[src/rtl/parking_pkg.sv]
// Shared types and constants for the parking occupancy control path.
// Holds the gate FSM state encoding, the count width and the default lot size.
package parking_pkg;

    localparam int COUNT_W          = 8;
    localparam int DEFAULT_CAPACITY = 200;

    typedef enum logic [1:0] {
        IDLE       = 2'd0,
        ENTRY_OPEN = 2'd1,
        EXIT_OPEN  = 2'd2
    } gate_state_e;

endpackage

[src/rtl/sensor_debounce.sv]
// Two-flop synchronizer, stability-count debouncer and rising-edge pulse for one
// raw car-loop sensor; the pulse is a single-cycle request to the gate sequencer.
module sensor_debounce #(
    parameter int DEBOUNCE_CYCLES = 4
) (
    input  logic CLK,
    input  logic RST,
    input  logic sensor_i,
    output logic pulse_o
);

    localparam int            CW       = (DEBOUNCE_CYCLES > 1) ? $clog2(DEBOUNCE_CYCLES) : 1;
    localparam logic [CW-1:0] CNT_LAST = CW'(DEBOUNCE_CYCLES - 1);
    localparam logic [CW-1:0] CNT_ONE  = CW'(1);

    logic          sync1_q;
    logic          sync2_q;
    logic          level_q;
    logic          level_d;
    logic          prev_q;
    logic [CW-1:0] cnt_q;
    logic [CW-1:0] cnt_d;

    // A sample that agrees with the accepted level restarts the stability count.
    always_comb begin
        level_d = level_q;
        cnt_d   = '0;
        if (sync2_q != level_q) begin
            if (cnt_q == CNT_LAST) begin
                level_d = sync2_q;
            end else begin
                cnt_d = cnt_q + CNT_ONE;
            end
        end
    end

    always_ff @(posedge CLK or negedge RST) begin
        if (!RST) begin
            sync1_q <= 1'b0;
            sync2_q <= 1'b0;
            level_q <= 1'b0;
            prev_q  <= 1'b0;
            cnt_q   <= '0;
        end else begin
            // NOTE: non-blocking assignments let every flop sample pre-edge values,
            // which is what makes the synchronizer a real two-stage chain.
            sync1_q <= sensor_i;
            sync2_q <= sync1_q;
            level_q <= level_d;
            prev_q  <= level_q;
            cnt_q   <= cnt_d;
        end
    end

    assign pulse_o = level_q & ~prev_q;

endmodule

[src/rtl/parking_gate_ctrl.sv]
// Gate sequencer for the parking lot: serves debounced entry/exit requests one at a
// time, keeps the occupancy count and strobes it into the downstream register.
module parking_gate_ctrl
    import parking_pkg::*;
#(
    parameter int CAPACITY         = DEFAULT_CAPACITY,
    parameter int DEBOUNCE_CYCLES  = 4,
    parameter int GATE_OPEN_CYCLES = 16
) (
    input  logic               CLK,
    input  logic               RST,
    input  logic               sensor_entry,
    input  logic               sensor_exit,
    output logic [COUNT_W-1:0] D,
    output logic               en,
    output logic               gate_entry,
    output logic               gate_exit,
    output logic               full,
    output logic               empty,
    output logic               reject
);

    localparam int                 TW         = (GATE_OPEN_CYCLES > 1) ? $clog2(GATE_OPEN_CYCLES) : 1;
    localparam logic [TW-1:0]      TIMER_LAST = TW'(GATE_OPEN_CYCLES - 1);
    localparam logic [TW-1:0]      TIMER_ONE  = TW'(1);
    localparam logic [COUNT_W-1:0] CAP_C      = COUNT_W'(CAPACITY);
    localparam logic [COUNT_W-1:0] COUNT_ONE  = COUNT_W'(1);

    gate_state_e        state_q;
    gate_state_e        state_d;
    logic [TW-1:0]      timer_q;
    logic [TW-1:0]      timer_d;
    logic [COUNT_W-1:0] count_q;
    logic [COUNT_W-1:0] count_d;
    logic               en_q;
    logic               en_d;
    logic               reject_q;
    logic               reject_d;
    logic               entry_pend_q;
    logic               entry_pend_d;
    logic               exit_pend_q;
    logic               exit_pend_d;
    logic               gate_entry_q;
    logic               gate_entry_d;
    logic               gate_exit_q;
    logic               gate_exit_d;
    logic               full_q;
    logic               full_d;
    logic               empty_q;
    logic               empty_d;

    logic entry_req;
    logic exit_req;
    logic entry_cand;
    logic exit_cand;

    sensor_debounce #(
        .DEBOUNCE_CYCLES(DEBOUNCE_CYCLES)
    ) u_entry_db (
        .CLK     (CLK),
        .RST     (RST),
        .sensor_i(sensor_entry),
        .pulse_o (entry_req)
    );

    sensor_debounce #(
        .DEBOUNCE_CYCLES(DEBOUNCE_CYCLES)
    ) u_exit_db (
        .CLK     (CLK),
        .RST     (RST),
        .sensor_i(sensor_exit),
        .pulse_o (exit_req)
    );

    assign entry_cand = entry_req | entry_pend_q;
    assign exit_cand  = exit_req  | exit_pend_q;

    always_comb begin
        // NOTE: every always_comb output is given a default first so that no branch
        // leaves it unassigned and infers a latch.
        state_d      = state_q;
        timer_d      = timer_q;
        count_d      = count_q;
        en_d         = 1'b0;
        reject_d     = 1'b0;
        entry_pend_d = entry_cand;
        exit_pend_d  = exit_cand;

        unique case (state_q)
            IDLE: begin
                timer_d = '0;
                // Exits win ties so a car leaving frees its space before the next entry.
                if (exit_cand) begin
                    exit_pend_d = 1'b0;
                    if (count_q != '0) begin
                        state_d = EXIT_OPEN;
                    end
                end else if (entry_cand) begin
                    entry_pend_d = 1'b0;
                    if (count_q < CAP_C) begin
                        state_d = ENTRY_OPEN;
                    end else begin
                        reject_d = 1'b1;
                    end
                end
            end
            ENTRY_OPEN: begin
                if (timer_q == TIMER_LAST) begin
                    state_d = IDLE;
                    timer_d = '0;
                    count_d = count_q + COUNT_ONE;
                    en_d    = 1'b1;
                end else begin
                    timer_d = timer_q + TIMER_ONE;
                end
            end
            EXIT_OPEN: begin
                if (timer_q == TIMER_LAST) begin
                    state_d = IDLE;
                    timer_d = '0;
                    count_d = count_q - COUNT_ONE;
                    en_d    = 1'b1;
                end else begin
                    timer_d = timer_q + TIMER_ONE;
                end
            end
            default: begin
                state_d = IDLE;
                timer_d = '0;
            end
        endcase

        gate_entry_d = (state_d == ENTRY_OPEN);
        gate_exit_d  = (state_d == EXIT_OPEN);
        full_d       = (count_d == CAP_C);
        empty_d      = (count_d == '0);
    end

    always_ff @(posedge CLK or negedge RST) begin
        if (!RST) begin
            state_q      <= IDLE;
            timer_q      <= '0;
            count_q      <= '0;
            en_q         <= 1'b0;
            reject_q     <= 1'b0;
            entry_pend_q <= 1'b0;
            exit_pend_q  <= 1'b0;
            gate_entry_q <= 1'b0;
            gate_exit_q  <= 1'b0;
            full_q       <= 1'b0;
            empty_q      <= 1'b1;
        end else begin
            state_q      <= state_d;
            timer_q      <= timer_d;
            count_q      <= count_d;
            en_q         <= en_d;
            reject_q     <= reject_d;
            entry_pend_q <= entry_pend_d;
            exit_pend_q  <= exit_pend_d;
            gate_entry_q <= gate_entry_d;
            gate_exit_q  <= gate_exit_d;
            full_q       <= full_d;
            empty_q      <= empty_d;
        end
    end

    assign D          = count_q;
    assign en         = en_q;
    assign gate_entry = gate_entry_q;
    assign gate_exit  = gate_exit_q;
    assign full       = full_q;
    assign empty      = empty_q;
    assign reject     = reject_q;

endmodule

[config.mk]
export PLATFORM = sky130hd
export DESIGN_NAME = parking_gate_ctrl
export DESIGN_NICKNAME = d
export VERILOG_FILES = /design/src/rtl/parking_pkg.sv /design/src/rtl/sensor_debounce.sv /design/src/rtl/parking_gate_ctrl.sv
export SDC_FILE = /design/constraint.sdc
export NUM_CORES = 1
export LEC_CHECK = 0
export BUFFER_PORTS_ARGS = -buffer_cell sky130_fd_sc_hd__clkbuf_2
export CAP_MARGIN = 20
export CORE_UTILIZATION = 35
export DETAILED_ROUTE_END_ITERATION = 7
export GPL_TIMING_DRIVEN = 0
export SLEW_MARGIN = 10
export SYNTH_ARGS = -nofsm -noshare
export SYNTH_HDL_FRONTEND = slang
export SYNTH_SLANG_ARGS = --single-unit
[constraint.sdc]
create_clock -name CLK -period 6.3 [get_ports CLK]
set_clock_uncertainty 0.05 [all_clocks]
set_input_delay 0.63 -clock CLK [delete_from_list [all_inputs] [get_ports CLK]]
set_output_delay 0.63 -clock CLK [all_outputs]
set_load 0.02 [all_outputs]
==> results_dict.tcl <==
set metrics [dict create \
    cts.sink_count 34 \
    syn_to_final_growth_pct 15.13 \
    detail_route.first_pass.iterations 4 \
    cp_data_required_time_ns 6.47 \
    p_leak_nw 0.9285 \
    row_count 25 \
    maxSlewViolCount 0 \
    dp_worst_setup_slack_ns 3.464 \
    place_congestion 0.8771 \
    metal1_wirelength_um 1597 \
    grt_start_max_net_pins 35 \
    ys.warnings.count 0 \
    wl_met3_um 144 \
    regToRegSetupSlack_ns 3.44 \
    detail_route.drc_violations 0 \
    timing_worst_slew_pin_value_ns 0.8025 \
    detailed_placement_wirelength_estimate_um 2379 \
    hp-class "flip-flop to flip-flop" \
    post_route_cells_drive_above_1_share_pct 19.05 \
    finalSetupViolCount 0 \
    worstHoldEndpoint "u_entry_db.sync2_q" \
    dieWidth_um 72.11 \
    worst_hold_path.num_cells 0 \
    detailroute.wirelength.met2_um 1524 \
    postSynthRegisterBits 34 \
    critPathMaxFanout 6 \
    post_synth_instance_area_um2 1720 \
    final_cell_mix "33 x dfrtp_1, 17 x clkbuf_2, 15 x nand2_1" \
    post_synth_inst_count 164 \
    fin_crit_ns 2.864 \
    vias 1294 \
    power.ir.vdd_worst_uv 106.8 \
    critPathKind "flip-flop to flip-flop" \
    synth_enable_flop_cells 0 \
    h-tree-depth 2 \
    powerDensity_nw_per_um2 306.2 \
    hold_buffers 0 \
    global_route.overflow_total 0 \
    port-buffer-count 17 \
    area_of_the_core_um2 4723 \
    ys_dominant_reg_cell "dfrtp_1" \
    slew-limit-headroom_pct 46.50 \
    mappedNetlistNets 177 \
    r2r_start "timer_q[0]" \
    maxCapViolations 0 \
    setup_repair_after_global_routing_missed_its_margin "no" \
    area_taken_by_multi_input_logic_gates_um2 784.5 \
    diodes_inserted 0 \
    clock_tree.buffer_depth 2 \
    global_route.usage.total_pct 14.48 \
    hold_viol 0 \
    cts.repair_timing.setup_buffer_count 0 \
    period_share_pct 45.46 \
    postLayoutCoreUtil_pct 41.93 \
    drt.antenna.violating_nets 0 \
    tritoncts_buffers 5 \
    synth_cell_type_count 41 \
    viasPerCell 5.055 \
    top_layer "met4" \
    cts_tree "yes" \
    layout.area.seq_um2 852.1 \
    antenna_found_initial 0 \
    layout.cells.non_filler 256 \
    inst_count_dp 248 \
    timing.hold.worst.start "u_entry_db.sync1_q" \
    clk_root_buffer_cell "clkbuf_8" \
    clock_latency_ns 0.29 \
    worstSetupStartpointType "flip-flop" \
    setup_total_negative_slack_ns 0 \
    worst_ep_arrival_time_ns 3.03 \
    timing.final.ws_setup_ns 3.436 \
    die_footprint_um2 5200 \
    maximum_clock_frequency_ghz 0.3491 \
    synth_seq_area_share_pct 49.53 \
    io_pins 18 \
    die_y_um 72.11 \
    clkTransAtPathRegs_ns 0.06 \
    outcome "finished, final reports clean" \
    asr_flop_ratio_synth_pct 100.0 \
    drt_first_iter_violations 51 \
    ff2ff_path_depth 8 \
    global_route_wire_length_before_repair_um 5699 \
    initial_utilization_pct 36.42 \
    timing.critical_path.to_type "flip-flop" \
    layout.cells.most_common "dfrtp_1" \
    drt_wl_total_um 3344 \
    postSynthAreaPerCell_um2 10.49 \
    fin_nets 201 \
    cts_repair_resize_count 0 \
    r2r-end "full" \
    wire_per_inst_um 13.06 \
    first_global_vias 1218 \
    fillCellCount 470 \
]
-- sequential cells by signal, summed over array words and instances, names as in the netlist, 2 cells and up --
register	count
D	8
state_q	2
timer_q	4
u_entry_db.cnt_q	2
u_exit_db.cnt_q	2
-- kinds of logic (layout without fill, tap and decap cells) --
| kind of cell | after synthesis | count (layout) | share of synthesized area [%] |
|---|---|---|---|
| compound gates | 29 | 29 | 11.78 |
| xor+xnor | 7 | 7 | 3.564 |
| fa+ha+maj | 9 | 9 | 6.546 |
| buf+inv | 20 | 45 | 4.872 |
| flops | 34 | 34 | 49.53 |
| mux | 4 | 4 | 2.545 |
| simple gates | 61 | 61 | 21.16 |
-- final cells by class --
class,count,area share (%)
buffer,6,1.579
tap,67,4.232
inverter,14,2.653
timing repair buffer,17,4.296
sequential,34,43.02
clock buffer,7,4.359
multi-input combinational,110,39.61
clock inverter,1,0.2527
-- Yosys cell counts, types with 2 or more instances --
cell type,instances,area share [%]
a21oi_1,6,1.7
ha_1,9,6.5
clkbuf_1,4,0.87
mux2_2,3,2.0
and2_1,2,0.73
nand4_1,3,1.1
nand3_1,5,1.5
or4_1,2,0.87
o31ai_1,3,1.3
nor4_1,4,1.5
o221ai_1,4,2.0
or3_1,4,1.5
nor2_1,6,1.3
xnor2_1,5,2.5
inv_1,14,3.1
xor2_1,2,1.0
or4_4,2,1.3
nand2_1,15,3.3
o211ai_1,4,1.7
nor3_1,6,1.7
o21ai_0,5,1.5
dfrtp_1,33,48
nor2b_1,5,1.8
-- worst max-delay path: stages (launching register included) --
cell and delay [ns]:
dfrtp_1 0.37, ha_1 0.22, and3_1 0.16, buf_2 0.16
nand4_1 0.26, o211a_1 0.30, or4_4 0.51, or4_4 0.51
and4bb_1 0.27
-- metal layers --
metal,vias up,GRT usage (%)
met5,-,0
met4,0,7.843
met3,7,4.722
met2,21,20.77
met1,635,19.32
li1,631,-
-- report_power, final --
group,switching (W),internal (W)
Clock,0.0000754,0.0000881
Combinational,0.0000939,0.0000610
Sequential,0.0000265,0.000262
Total,0.000196,0.000411
-- metrics by stage --
stage	area, um^2	hold slack [ns]	total power, W
after floorplan	1720	0.2812	0.0004052
after global routing	1981	0.3070	0.0006534
final	1981	0.2977	0.0006064
after CTS	1981	0.2993	0.0006151
after detailed placement	1889	0.2847	0.0004491
after global placement	1889	0.2857	0.0004458
-- how the worst max path moves through the flow --
stage / startpoint / end / slack [ns] / cells past startpoint
detailed placement: timer_q[0] / full / 3.46 / 8
global placement: timer_q[0] / full / 3.43 / 8
finish: timer_q[0] / full / 3.44 / 8
CTS: timer_q[0] / full / 3.44 / 8
floorplan: D[2] / full / 3.67 / 7
global route: timer_q[0] / full / 3.34 / 8
No activity file was read; power rests on OpenSTA's default activity.
